<file path="src/rtl/pipe_pkg.sv">
// pipe_pkg: shared slot record, forward-select encoding and counter width
package pipe_pkg;
  localparam int RN_MAX = 16;
  localparam int CNT_W = 32;
  localparam int SEL_RF = 0;
  typedef struct packed {
    logic valid;
    logic wreg;
    logic m2reg;
    logic [RN_MAX-1:0] rn;
  } slot_t;
endpackage

</file>
<file path="src/rtl/pipe_hazard_ctrl_if.sv">
// pipe_hazard_ctrl_if: ID-stage request and hazard-control response bundle
interface pipe_hazard_ctrl_if #(parameter int NSTAGE = 3, parameter int RN_W = 5) ();
  localparam int SEL_W = $clog2(NSTAGE + 1);
  logic d_valid, d_wreg, d_m2reg, d_use_rs, d_use_rt, flush;
  logic [RN_W-1:0] d_rn, d_rs, d_rt;
  logic wpcir;
  logic [SEL_W-1:0] fwda, fwdb;
  logic [31:0] stall_cnt, bubble_cnt;
  logic [NSTAGE-1:0] slot_valid;
  modport master (output d_valid, d_wreg, d_m2reg, d_use_rs, d_use_rt, flush, d_rn, d_rs, d_rt,
                  input wpcir, fwda, fwdb, stall_cnt, bubble_cnt, slot_valid);
  modport slave (input d_valid, d_wreg, d_m2reg, d_use_rs, d_use_rt, flush, d_rn, d_rs, d_rt,
                 output wpcir, fwda, fwdb, stall_cnt, bubble_cnt, slot_valid);
endinterface

</file>
<file path="src/rtl/pipe_fwd_sel.sv">
// pipe_fwd_sel: youngest-match priority encoder with load-use hazard flag
module pipe_fwd_sel import pipe_pkg::*; #(
  parameter int N = 3,
  parameter int LOAD_RDY = 2,
  parameter int SEL_W = 2
) (
  input  logic [N-1:0]     i_match,
  input  logic [N-1:0]     i_m2reg,
  output logic [SEL_W-1:0] o_sel,
  output logic             o_load_hz
);
  // scan oldest to youngest so the youngest match is written last
  always_comb begin
    o_sel = SEL_W'(SEL_RF);
    o_load_hz = 1'b0;
    for (int k = N; k >= 1; k--) begin
      if (i_match[k-1]) begin
        o_sel = SEL_W'(k);
        o_load_hz = i_m2reg[k-1] && (k < LOAD_RDY);
      end
    end
  end
endmodule

</file>
<file path="src/rtl/pipe_hazard_ctrl.sv">
// pipe_hazard_ctrl: post-decode scoreboard driving forwarding selects and load-use stalls
module pipe_hazard_ctrl import pipe_pkg::*; #(
  parameter int NSTAGE = 3,
  parameter int RN_W = 5,
  parameter int LOAD_RDY = 2
) (
  input logic clock,
  input logic reset,
  pipe_hazard_ctrl_if.slave bus
);
  localparam int SEL_W = $clog2(NSTAGE + 1);
  slot_t r_slot [NSTAGE];
  logic [NSTAGE-1:0] w_match_a, w_match_b, w_m2reg;
  logic [SEL_W-1:0] w_sel_a, w_sel_b;
  logic w_hz_a, w_hz_b, w_stall, w_load, w_bubble;
  logic [CNT_W-1:0] r_stall_cnt, r_bubble_cnt;
  for (genvar k = 0; k < NSTAGE; k++) begin : g_match
    wire w_live = r_slot[k].valid && r_slot[k].wreg;
    assign w_match_a[k] = w_live && r_slot[k].rn == RN_MAX'(bus.d_rs) && bus.d_rs != '0 && bus.d_use_rs;
    assign w_match_b[k] = w_live && r_slot[k].rn == RN_MAX'(bus.d_rt) && bus.d_rt != '0 && bus.d_use_rt;
    assign w_m2reg[k] = r_slot[k].m2reg;
    assign bus.slot_valid[k] = r_slot[k].valid;
  end
  pipe_fwd_sel #(.N(NSTAGE), .LOAD_RDY(LOAD_RDY), .SEL_W(SEL_W)) u_sel_a (
    .i_match(w_match_a), .i_m2reg(w_m2reg), .o_sel(w_sel_a), .o_load_hz(w_hz_a));
  pipe_fwd_sel #(.N(NSTAGE), .LOAD_RDY(LOAD_RDY), .SEL_W(SEL_W)) u_sel_b (
    .i_match(w_match_b), .i_m2reg(w_m2reg), .o_sel(w_sel_b), .o_load_hz(w_hz_b));
  // flush kills the ID instruction, so it can never be the victim of a stall
  assign w_stall = bus.d_valid && !bus.flush && (w_hz_a || w_hz_b);
  assign w_load = bus.d_valid && !w_stall && !bus.flush;
  assign w_bubble = bus.d_valid && (w_stall || bus.flush);
  assign bus.wpcir = !w_stall;
  assign bus.fwda = w_sel_a;
  assign bus.fwdb = w_sel_b;
  assign bus.stall_cnt = r_stall_cnt;
  assign bus.bubble_cnt = r_bubble_cnt;
  // advance the slot pipeline, inserting a bubble when ID does not issue
  always_ff @(posedge clock) begin
    if (reset) begin
      for (int k = 0; k < NSTAGE; k++) r_slot[k] <= '0;
    end else begin
      r_slot[0] <= w_load ? slot_t'{1'b1, bus.d_wreg, bus.d_m2reg, RN_MAX'(bus.d_rn)} : '0;
      for (int k = 1; k < NSTAGE; k++) r_slot[k] <= r_slot[k-1];
    end
  end
  // saturating performance counters
  always_ff @(posedge clock) begin
    if (reset) begin
      r_stall_cnt <= '0;
      r_bubble_cnt <= '0;
    end else begin
      r_stall_cnt <= r_stall_cnt + CNT_W'(w_stall && r_stall_cnt != '1);
      r_bubble_cnt <= r_bubble_cnt + CNT_W'(w_bubble && r_bubble_cnt != '1);
    end
  end
endmodule

</file>
<file path="src/flat_wrapper.sv">
// flat-port wrapper written by rule: the top's interface ports become plain ports
module pipe_hazard_ctrl_flat import pipe_pkg::*;
#(
  parameter int NSTAGE = 3,
  parameter int RN_W = 5,
  parameter int LOAD_RDY = 2
)
  (clock, reset, bus_d_valid, bus_d_wreg, bus_d_m2reg, bus_d_use_rs, bus_d_use_rt, bus_flush, bus_d_rn, bus_d_rs, bus_d_rt, bus_wpcir, bus_fwda, bus_fwdb, bus_stall_cnt, bus_bubble_cnt, bus_slot_valid);
  pipe_hazard_ctrl_if #(.NSTAGE(NSTAGE), .RN_W(RN_W)) bus_i ();
  input logic clock;
  input logic reset;
  input wire logic [$bits(bus_i.d_valid)-1:0] bus_d_valid;
  input wire logic [$bits(bus_i.d_wreg)-1:0] bus_d_wreg;
  input wire logic [$bits(bus_i.d_m2reg)-1:0] bus_d_m2reg;
  input wire logic [$bits(bus_i.d_use_rs)-1:0] bus_d_use_rs;
  input wire logic [$bits(bus_i.d_use_rt)-1:0] bus_d_use_rt;
  input wire logic [$bits(bus_i.flush)-1:0] bus_flush;
  input wire logic [$bits(bus_i.d_rn)-1:0] bus_d_rn;
  input wire logic [$bits(bus_i.d_rs)-1:0] bus_d_rs;
  input wire logic [$bits(bus_i.d_rt)-1:0] bus_d_rt;
  output wire logic [$bits(bus_i.wpcir)-1:0] bus_wpcir;
  output wire logic [$bits(bus_i.fwda)-1:0] bus_fwda;
  output wire logic [$bits(bus_i.fwdb)-1:0] bus_fwdb;
  output wire logic [$bits(bus_i.stall_cnt)-1:0] bus_stall_cnt;
  output wire logic [$bits(bus_i.bubble_cnt)-1:0] bus_bubble_cnt;
  output wire logic [$bits(bus_i.slot_valid)-1:0] bus_slot_valid;
  assign bus_i.d_valid = bus_d_valid;
  assign bus_i.d_wreg = bus_d_wreg;
  assign bus_i.d_m2reg = bus_d_m2reg;
  assign bus_i.d_use_rs = bus_d_use_rs;
  assign bus_i.d_use_rt = bus_d_use_rt;
  assign bus_i.flush = bus_flush;
  assign bus_i.d_rn = bus_d_rn;
  assign bus_i.d_rs = bus_d_rs;
  assign bus_i.d_rt = bus_d_rt;
  assign bus_wpcir = bus_i.wpcir;
  assign bus_fwda = bus_i.fwda;
  assign bus_fwdb = bus_i.fwdb;
  assign bus_stall_cnt = bus_i.stall_cnt;
  assign bus_bubble_cnt = bus_i.bubble_cnt;
  assign bus_slot_valid = bus_i.slot_valid;
  pipe_hazard_ctrl #(.NSTAGE(NSTAGE), .RN_W(RN_W), .LOAD_RDY(LOAD_RDY)) u_core (.clock(clock), .reset(reset), .bus(bus_i));
endmodule
</file>
<file path="config.mk">
export PLATFORM = sky130hd
export DESIGN_NAME = pipe_hazard_ctrl_flat
export DESIGN_NICKNAME = d
export VERILOG_FILES = /design/src/rtl/pipe_pkg.sv /design/src/rtl/pipe_hazard_ctrl_if.sv /design/src/rtl/pipe_fwd_sel.sv /design/src/rtl/pipe_hazard_ctrl.sv /design/src/flat_wrapper.sv
export SDC_FILE = /design/constraint.sdc
export NUM_CORES = 1
export LEC_CHECK = 0
export ABC_AREA = 1
export BUFFER_PORTS_ARGS = -buffer_cell sky130_fd_sc_hd__buf_2
export CELL_PAD_IN_SITES_DETAIL_PLACEMENT = 1
export CELL_PAD_IN_SITES_GLOBAL_PLACEMENT = 1
export CORE_UTILIZATION = 40
export CTS_BUF_LIST = sky130_fd_sc_hd__clkbuf_2 sky130_fd_sc_hd__clkbuf_4 sky130_fd_sc_hd__clkbuf_8
export DETAILED_ROUTE_END_ITERATION = 8
export GPL_TIMING_DRIVEN = 1
export MAX_ROUTING_LAYER = met4
export PLACE_DENSITY_LB_ADDON = 0.1
export SYNTH_ARGS = -nofsm -noshare
export SYNTH_HDL_FRONTEND = slang
export SYNTH_HIERARCHICAL = 1
export SYNTH_SLANG_ARGS = --single-unit
</file>
<file path="constraint.sdc">
create_clock -name clock -period 2.75 [get_ports clock]
set_clock_uncertainty 0.15 [all_clocks]
set_input_delay 0.4125 -clock clock [delete_from_list [all_inputs] [get_ports clock]]
set_output_delay 0.4125 -clock clock [all_outputs]
set_load 0.01 [all_outputs]
</file>
==> results of run 1 <==
[cell type report]
class / count / area [sq um] / area share (%)
Clock buffer: 12 / 152.6 / 2.499
Clock inverter: 3 / 45.04 / 0.7376
Inverter: 75 / 284.0 / 4.651
Multi-Input combinational cell: 522 / 2756 / 45.13
Sequential cell: 86 / 1732 / 28.35
Tap cell: 140 / 175.2 / 2.868
Timing Repair Buffer: 159 / 962.2 / 15.75
[routing by layer]
metal | global-route usage [%] | routed length [microns]
met5 | - | 0
met4 | 11.52 | 359
met3 | 4.483 | 670
met2 | 47.57 | 8015
met1 | 31.79 | 6706
[power by group]
part	internal, W	leakage (nW)	switching [W]
clock network	0.000461	0.0955	0.000464
logic	0.0000692	1.96	0.0000858
registers	0.00125	0.697	0.00000903
[state kept, by name (all words and copies together) (netlist names)]
name / cells
u_core/r_slot: 22
u_core/bus.bubble_cnt: 32
u_core/bus.stall_cnt: 32
[final timing paths]
path	end	startpoint	slack, ns	cells after the start
min	u_core/r_slot[0][1]	bus_d_rn[1]	0.09	3
max	u_core/bus.stall_cnt[14]	u_core/r_slot[0][1]	0.06	20
max reg2reg	u_core/bus.stall_cnt[14]	u_core/r_slot[0][1]	0.06	20
min reg2reg	u_core/r_slot[0][55]	u_core/r_slot[0][36]	0.28	2
[timing repair]
action                     CTS  global route
buffers inserted             1             7
pin swaps                    5            28
resized for setup           15            55
setup endpoints to repair   32            53
hold buffers                 0             0
[critical path, cell delays in order, from the launching register on]
cell	delay, ns
dfxtp_2	0.34
inv_2	0.09
o22ai_2	0.09
nor2_1	0.12
nand4_1	0.12
nor2_2	0.16
nand2_1	0.07
inv_1	0.07
nor2_2	0.05
inv_2	0.06
nand2_2	0.06
a21oi_2	0.11
ha_2	0.23
ha_4	0.15
inv_4	0.04
nor2_4	0.20
nand2_4	0.09
nor2_4	0.19
nand2_1	0.10
nand2_1	0.09
nor2_1	0.04
[stage by stage]
| step | cells | power, W |
|---|---|---|
| finish | 997 | 0.002340 |
| global route | 997 | 0.002429 |
| CTS | 990 | 0.002364 |
| detailed placement | 974 | 0.001439 |
| global placement | 974 | 0.001431 |
| floorplan | 695 | 0.001364 |
==> impl_metrics.toml, run 1 <==
[run_status]
status = "completed"

[floorplanning]
coreArea_sq_um = 11030
initial_core_util_pct = 41.69
io_pins = 95
die_w_microns = 109.2
fp.dieH_microns = 109.2
die_area_sq_um = 11930
rows = 38

[critical_path]
crit_arrival_ns = 2.81
critPathCaptureType = "flip-flop"
start_kind = "flip-flop"
worstPathMaxFanout = 6
crit_type = "reg2reg"
critPathRequiredTime_ns = 2.87

[cts]
cts_tree = "yes"
clock_path_buffers = 2
cts-root-buf = "clkbuf_8"
numCtsBuffers = 9
htreeDepth = 3
path_clk_slew_ns = 0.08
clock_sinks = 86
clk_latency_ns = 0.38

[placement]
dp_slack_ns = -0.3518
portBuffers = 94
dp_hpwl_microns = 12170
place_congestion = 0.8549
placed_cell_area_sq_um = 5608

[cells_and_area]
post-route-util_pct = 55.37
drive_gt1_share_pct = 30.57
finalNetCount = 880
area_growth_pct = 32.82
design_area_sq_um = 6107
most-common-layout-cells = "161 x nand2_1, 161 x nor2_1, 94 x buf_2, 80 x dfxtp_1, 68 x inv_1"
num_antenna_cells = 0
fillerInstances = 1504

[timing]
tns_ns = 0
max_clock_freq_ghz = 0.3721
timing.hold.ws_ns = 0.09209
rsz0062_at_grt = "true"
finalSetupViolations = 0
period_needed_ns = 2.687
finalCritPeriodShare_pct = 97.73
slew_viol_final = 0
worst_slack_ns = 0.06254
final_hold_viol_count = 0
relSlewSlack_pct = 73.20
worst_slew_pin_slew_ns = 0.4020

[yosys]
syn_nets = 722
syn_inst = 695
avgSynthCellArea_sq_um = 6.616
syn_area_sq_um = 4598
yosys_warnings = 6

[power_and_ir_drop]
power_density_nw_per_um2 = 383.2
ir_drop_mv = 0.3521
leakage_nw = 2.751

[detailed_routing]
postRouteWirelength_microns = 15750
vias_per_cell = 5.023
drt-pass1-iter-count = 4
drc = 0
drtIter0Drc = 251
ant_nets = 0
vias = 5008
post_drt_wl_per_cell_microns = 15.80

[grt]
grt_pass1_wl_microns = 24360
antenna_found_initial = 0
grt_pass1_vias = 5052
grt_util_all_layers_pct = 27.64
grt_max_degree = 33
gr-total-overflow = 0

[run]
cap_viol_max_count = 0

[worst_hold_path]
hp-class = "in2reg"
No activity file was read; power rests on OpenSTA's default activity.
==> run 2, diff against run 1 <==
- CORE_MARGIN: default -> 10
==> run 2 against run 1 <==
Sequential share of layout area up 0.32 points. Power grew 4.2%. Via count down 1.1%. Combinational power about the same. Critical path depth is 8 lower. Count of clock-buffer cells in the layout shrank 2. Sequential power is essentially flat. Cell count fell by 0.80%. Worst hold slack gained 0.0037 ns. Flip-flop and latch count stayed put. Utilization shrank 2.1 points.
==> impl_metrics.toml, run 2 (synthesis gave the netlist of run 1 again) <==
[cts]
ctsHoldBuffers = 0
cts_tree = "yes"
clock_sinks = 86
path_clk_slew_ns = 0.09
numCtsBuffers = 9
clock_path_buffers = 2
htreeDepth = 3
cts-root-buf = "clkbuf_8"
clk_latency_ns = 0.38

[critical_path]
crit_family = "simple AND/OR/NAND/NOR gates"
start_kind = "flip-flop"
path_buf_inv = 0
crit_type = "reg2reg"
worstPathCellList = "nand2_1 -> nor2_1 -> nand2_1 -> nor2_1 -> a21oi_4 -> ha_4 -> nand2_2 -> nor2_4 -> nand2_4 -> nor2_4 -> or2_2 -> and2_1"
critPathCaptureType = "flip-flop"
worstPathMaxFanout = 5
crit_arrival_ns = 2.77
crit_slowest_cell = "dfxtp_1"
slowest_delay_ns = 0.43
critPathRequiredTime_ns = 2.88

[run_status]
status = "completed"

[cells_and_area]
drive_gt1_share_pct = 28.25
fillerInstances = 1527
final_common_cell = "nand2_1"
post-route-util_pct = 53.26
area_growth_pct = 31.13
num_antenna_cells = 0
most-common-layout-cells = "162 x nand2_1, 157 x nor2_1, 94 x buf_2, 82 x dfxtp_1, 70 x inv_1"
finalNetCount = 868

[detailed_routing]
drc = 0
wl_met2_microns = 8427
postRouteWirelength_microns = 16480
vias = 4953
ant_nets = 0
vias_per_cell = 5.008
wl_met3_microns = 639
drt-pass1-iter-count = 4
drtIter0Drc = 217
top_layer_used = "met4"
post_drt_wl_per_cell_microns = 16.66
drt-met1-wl_microns = 7068

[floorplanning]
fp.dieH_microns = 127.2
initial_core_util_pct = 40.62
io_pins = 95
coreArea_sq_um = 11320
die_area_sq_um = 16180
die_w_microns = 127.2
rows = 39

[grt]
grt_max_degree = 33
antenna_found_initial = 0
grt_pass1_vias = 5262
grt_pass1_wl_microns = 25780
grt_util_all_layers_pct = 20.07
gr-total-overflow = 0

[timing]
finalCritPeriodShare_pct = 96.13
worst_slew_pin_slew_ns = 0.8104
rsz0062_at_grt = "true"
slew_viol_final = 0
period_needed_ns = 2.644
tns_ns = 0
final_hold_viol_count = 0
max_clock_freq_ghz = 0.3783
worst_slack_ns = 0.1063
relSlewSlack_pct = 45.91
finalSetupViolations = 0

[power_and_ir_drop]
combinationalPowerShare_pct = 6.3
switching_share_pct = 23.98
ir_drop_mv = 0.2374
leakage_nw = 2.708
power.internal_w = 0.001854
power_w = 0.002439
power_density_nw_per_um2 = 404.4
p_sw_w = 0.0005849
pwr-share-clk_pct = 42.0
p_seq_share_pct = 51.7

[placement]
place_congestion = 0.9130
portBuffers = 94
dp_slack_ns = -0.3598
dp_hpwl_microns = 12760

[run]
cap_viol_max_count = 0

[worst_hold_path]
hp-class = "in2reg"
[run 2: cell count changes in the layout (fill, tap and decap cells not counted), moves of 3 or more]
| cell | previous run | this run |
|---|---|---|
| nand3_1 | 23 | 31 |
| buf_4 | 64 | 52 |
| nand3_2 | 16 | 8 |
| a21oi_2 | 4 | 1 |
| nor2_2 | 11 | 15 |
| nor2_1 | 161 | 157 |
[run 2: final timing paths]
path,startpoint,end,slack [ns],cells past startpoint
worst max-delay path,u_core/bus.stall_cnt[14],u_core/bus.stall_cnt[11],0.11,12
worst min register to register,u_core/r_slot[0][36],u_core/r_slot[0][55],0.28,2
worst min-delay path,bus_d_rn[3],u_core/r_slot[0][3],0.1,3
worst max register to register,u_core/bus.stall_cnt[14],u_core/bus.stall_cnt[11],0.11,12
[run 2: through the flow]
| step | cell area [sq um] | hold slack (ns) | std cells |
|---|---|---|---|
| after global routing | 6030 | 0.07929 | 989 |
| after global placement | 5527 | 0.2562 | 964 |
| after floorplan | 4598 | 0.2533 | 695 |
| after CTS | 5771 | 0.08103 | 980 |
| final | 6030 | 0.09583 | 989 |
| after detailed placement | 5527 | 0.2756 | 964 |
[run 2: worst reg2reg max path, cell delays in order, from the launching register on]
cell and delay, ns:
dfxtp_1 0.43, nand2_1 0.10, nor2_1 0.23, nand2_1 0.17
nor2_1 0.39, a21oi_4 0.12, ha_4 0.19, nand2_2 0.08
nor2_4 0.06, nand2_4 0.13, nor2_4 0.06, or2_2 0.26
and2_1 0.16
[run 2: power groups by stage]
stage / logic [W] / clock network [W] / registers, W
finish: 0.000154 / 0.00102 / 0.00126
global route: 0.000170 / 0.00112 / 0.00126
CTS: 0.000149 / 0.00105 / 0.00126
detailed placement: 0.000147 / 0 / 0.00129
global placement: 0.000142 / 0 / 0.00129
floorplan: 0.0000757 / 0 / 0.00129
[run 2: layout make-up]
cell class / instances / area [sq um] / area share (%)
clock buffers: 10 / 137.6 / 2.283
clock inverters: 6 / 85.08 / 1.411
inverters: 75 / 284.0 / 4.711
multi-input cells: 522 / 2734 / 45.34
flip-flops and latches: 86 / 1729 / 28.68
well taps: 143 / 178.9 / 2.967
repair buffers: 147 / 880.8 / 14.61
[run 2: timing repair]
item / 4_1_cts / 5_1_grt
setup buffers: 0 / 9
setup endpoints to repair: 28 / 53
pin swaps: 2 / 21
resized for setup: 9 / 49
[run 2: metal layers]
| metal | global-route usage (%) | vias up |
|---|---|---|
| li1 | - | 2449 |
| met1 | 22.68 | 2384 |
| met2 | 34.17 | 97 |
| met4 | 7.100 | 0 |
| met3 | 4.508 | 23 |
| met5 | - | - |
==> run 3, diff against run 2 <==
- ABC_AREA: 1 -> default
- CORE_UTILIZATION: 40 -> 42
==> run 3 against run 2 <==
The flow now finishes with violations (negative setup slack). Clock power is 9.8% higher. Critical endpoint is now u_core/bus.bubble_cnt[26]. Critical path type unchanged. Worst hold slack worse by 0.0057 ns. Flip-flop and latch count did not move. Largest power group unchanged. Routed wire length up 8.7%.
==> impl_metrics.toml, run 3 <==
[placement]
placed_cell_area_sq_um = 5324
place_congestion = 0.8852
dp_slack_ns = -0.6167
portBuffers = 94
dp_hpwl_microns = 10030
post-place-cells = 734

[detailed_routing]
vias_per_cell = 5.890
postRouteWirelength_microns = 17910
ant_nets = 0
drc = 0
vias = 4559
drt-pass1-iter-count = 4
post_drt_wl_per_cell_microns = 23.14
drtIter0Drc = 270

[grt]
grt_util_all_layers_pct = 23.40
grt_pass1_vias = 4925
grt_max_degree = 33
gr-total-overflow = 0
grt_pass1_wl_microns = 26090
antenna_found_initial = 2

[critical_path]
start_kind = "flip-flop"
crit_type = "reg2reg"
crit_arrival_ns = 3.53
worstPathMaxFanout = 8
critPathCaptureType = "flip-flop"
critPathRequiredTime_ns = 2.91

[timing]
slew_viol_final = 0
worst_slew_pin_slew_ns = 0.7048
timing.hold.ws_ns = 0.09015
max_clock_freq_ghz = 0.2966
finalCritPeriodShare_pct = 122.6
final_hold_viol_count = 0
relSlewSlack_pct = 52.90
rsz0062_at_grt = "true"
finalSetupViolations = 55
period_needed_ns = 3.371
worst_slack_ns = -0.6212

[power_and_ir_drop]
combinationalPowerShare_pct = 6.5
p_seq_share_pct = 49.4
power_density_nw_per_um2 = 412.0
pwr-share-clk_pct = 44.1
power.internal_w = 0.001953
power_w = 0.002550
ir_drop_mv = 0.3058
p_sw_w = 0.0005976
switching_share_pct = 23.43
leakage_nw = 2.550

[cells_and_area]
drive_gt1_share_pct = 46.50
final_common_cell = "buf_2"
most-common-layout-cells = "93 x buf_2, 81 x dfxtp_1, 77 x buf_4, 29 x nor2_1, 25 x nand4_1"
fin_cells = 774
design_area_sq_um = 6191
finalNetCount = 666
area_growth_pct = 51.83

[floorplanning]
initial_core_util_pct = 43.72
die_w_microns = 118.5
die_area_sq_um = 14050
io_pins = 95
fp.dieH_microns = 118.5
rows = 35
coreArea_sq_um = 9328

[yosys]
avgSynthCellArea_sq_um = 8.788
syn_area_sq_um = 4078
syn_inst = 464
syn_nets = 491
yosys_warnings = 6

[cts]
numCtsBuffers = 9
clock_path_buffers = 2
clock_sinks = 86
cts-root-buf = "clkbuf_8"
ctsHoldBuffers = 0
htreeDepth = 3
path_clk_slew_ns = 0.10
cts_tree = "yes"
clk_latency_ns = 0.38

[worst_hold_path]
hp-class = "in2reg"

[run]
cap_viol_max_count = 0

[run_status]
violations = "negative setup slack"
status = "finished, violations left"
-- run 3: changes by cell type in the layout (fill, tap and decap cells not counted), moves of 17 or more --
cell,change
a21oi_1,-27
nand2_1,-140
nand4_1,+17
nor2_1,-128
nor2b_1,+22
inv_1,-56
a21oi_2,+20
buf_4,+25
-- run 3: layer usage --
| layer | vias to the layer above | track usage, % | share of wire, % |
|---|---|---|---|
| met3 | 81 | 4.902 | 4.8 |
| met4 | 0 | 12.82 | 5.4 |
| met1 | 2249 | 24.45 | 39 |
| met2 | 193 | 40.35 | 51 |
| met5 | - | - | 0 |
| li1 | 2036 | - | - |
-- run 3: cell type report --
class,instances,area (sq um)
inverter,14,52.55
antenna,2,5.005
tap,129,161.4
clock buffer,10,137.6
sequential,86,1735
timing repair buffer,185,1244
fill,1076,3137
multi-input combinational,343,2749
clock inverter,5,106.4
-- run 3: through the flow --
stage	util [%]	TNS, ns
2_1_floorplan	-	-5.253
3_3_place_gp	57.08	-18.01
3_5_place_dp	57.08	-22.94
4_1_cts	63.57	-8.066
5_1_grt	66.37	-26.30
6_report	66.37	-20.93
-- run 3: repair_timing --
action	4_1_cts	5_1_grt
buffers inserted	12	10
pin swaps	23	25
gates cloned	2	0
gates resized for setup	52	48
endpoints found under the setup margin	48	56
-- run 3: power groups by stage --
stage	clock network (W)	logic, W	registers [W]
after floorplan	0	0.0000629	0.00129
after global placement	0	0.000126	0.00129
after detailed placement	0	0.000131	0.00129
after CTS	0.00112	0.000145	0.00126
after global routing	0.00120	0.000175	0.00126
final	0.00112	0.000165	0.00126
-- run 3: critical path, stage by stage, from the launching register on --
cell     delay (ns)
dfxtp_4        0.37
xnor2_2        0.18
nand4_1        0.25
nor4_4         0.30
and2_4         0.20
o31ai_2        0.07
a31oi_1        0.18
ha_2           0.26
ha_4           0.14
and4_4         0.23
nand4_1        0.09
buf_6          0.15
buf_12         0.13
or4_4          0.44
a21oi_2        0.17
-- run 3: path summary, 6_finish.rpt --
path / start / to / slack, ns / cells after the start
worst min register to register: u_core/r_slot[0][36] / u_core/r_slot[0][55] / 0.33 / 1
worst min-delay path: bus_d_wreg / u_core/r_slot[0][17] / 0.09 / 2
worst max-delay path: u_core/r_slot[0][0] / u_core/bus.bubble_cnt[26] / -0.62 / 14
worst max register to register: u_core/r_slot[0][0] / u_core/bus.bubble_cnt[26] / -0.62 / 14
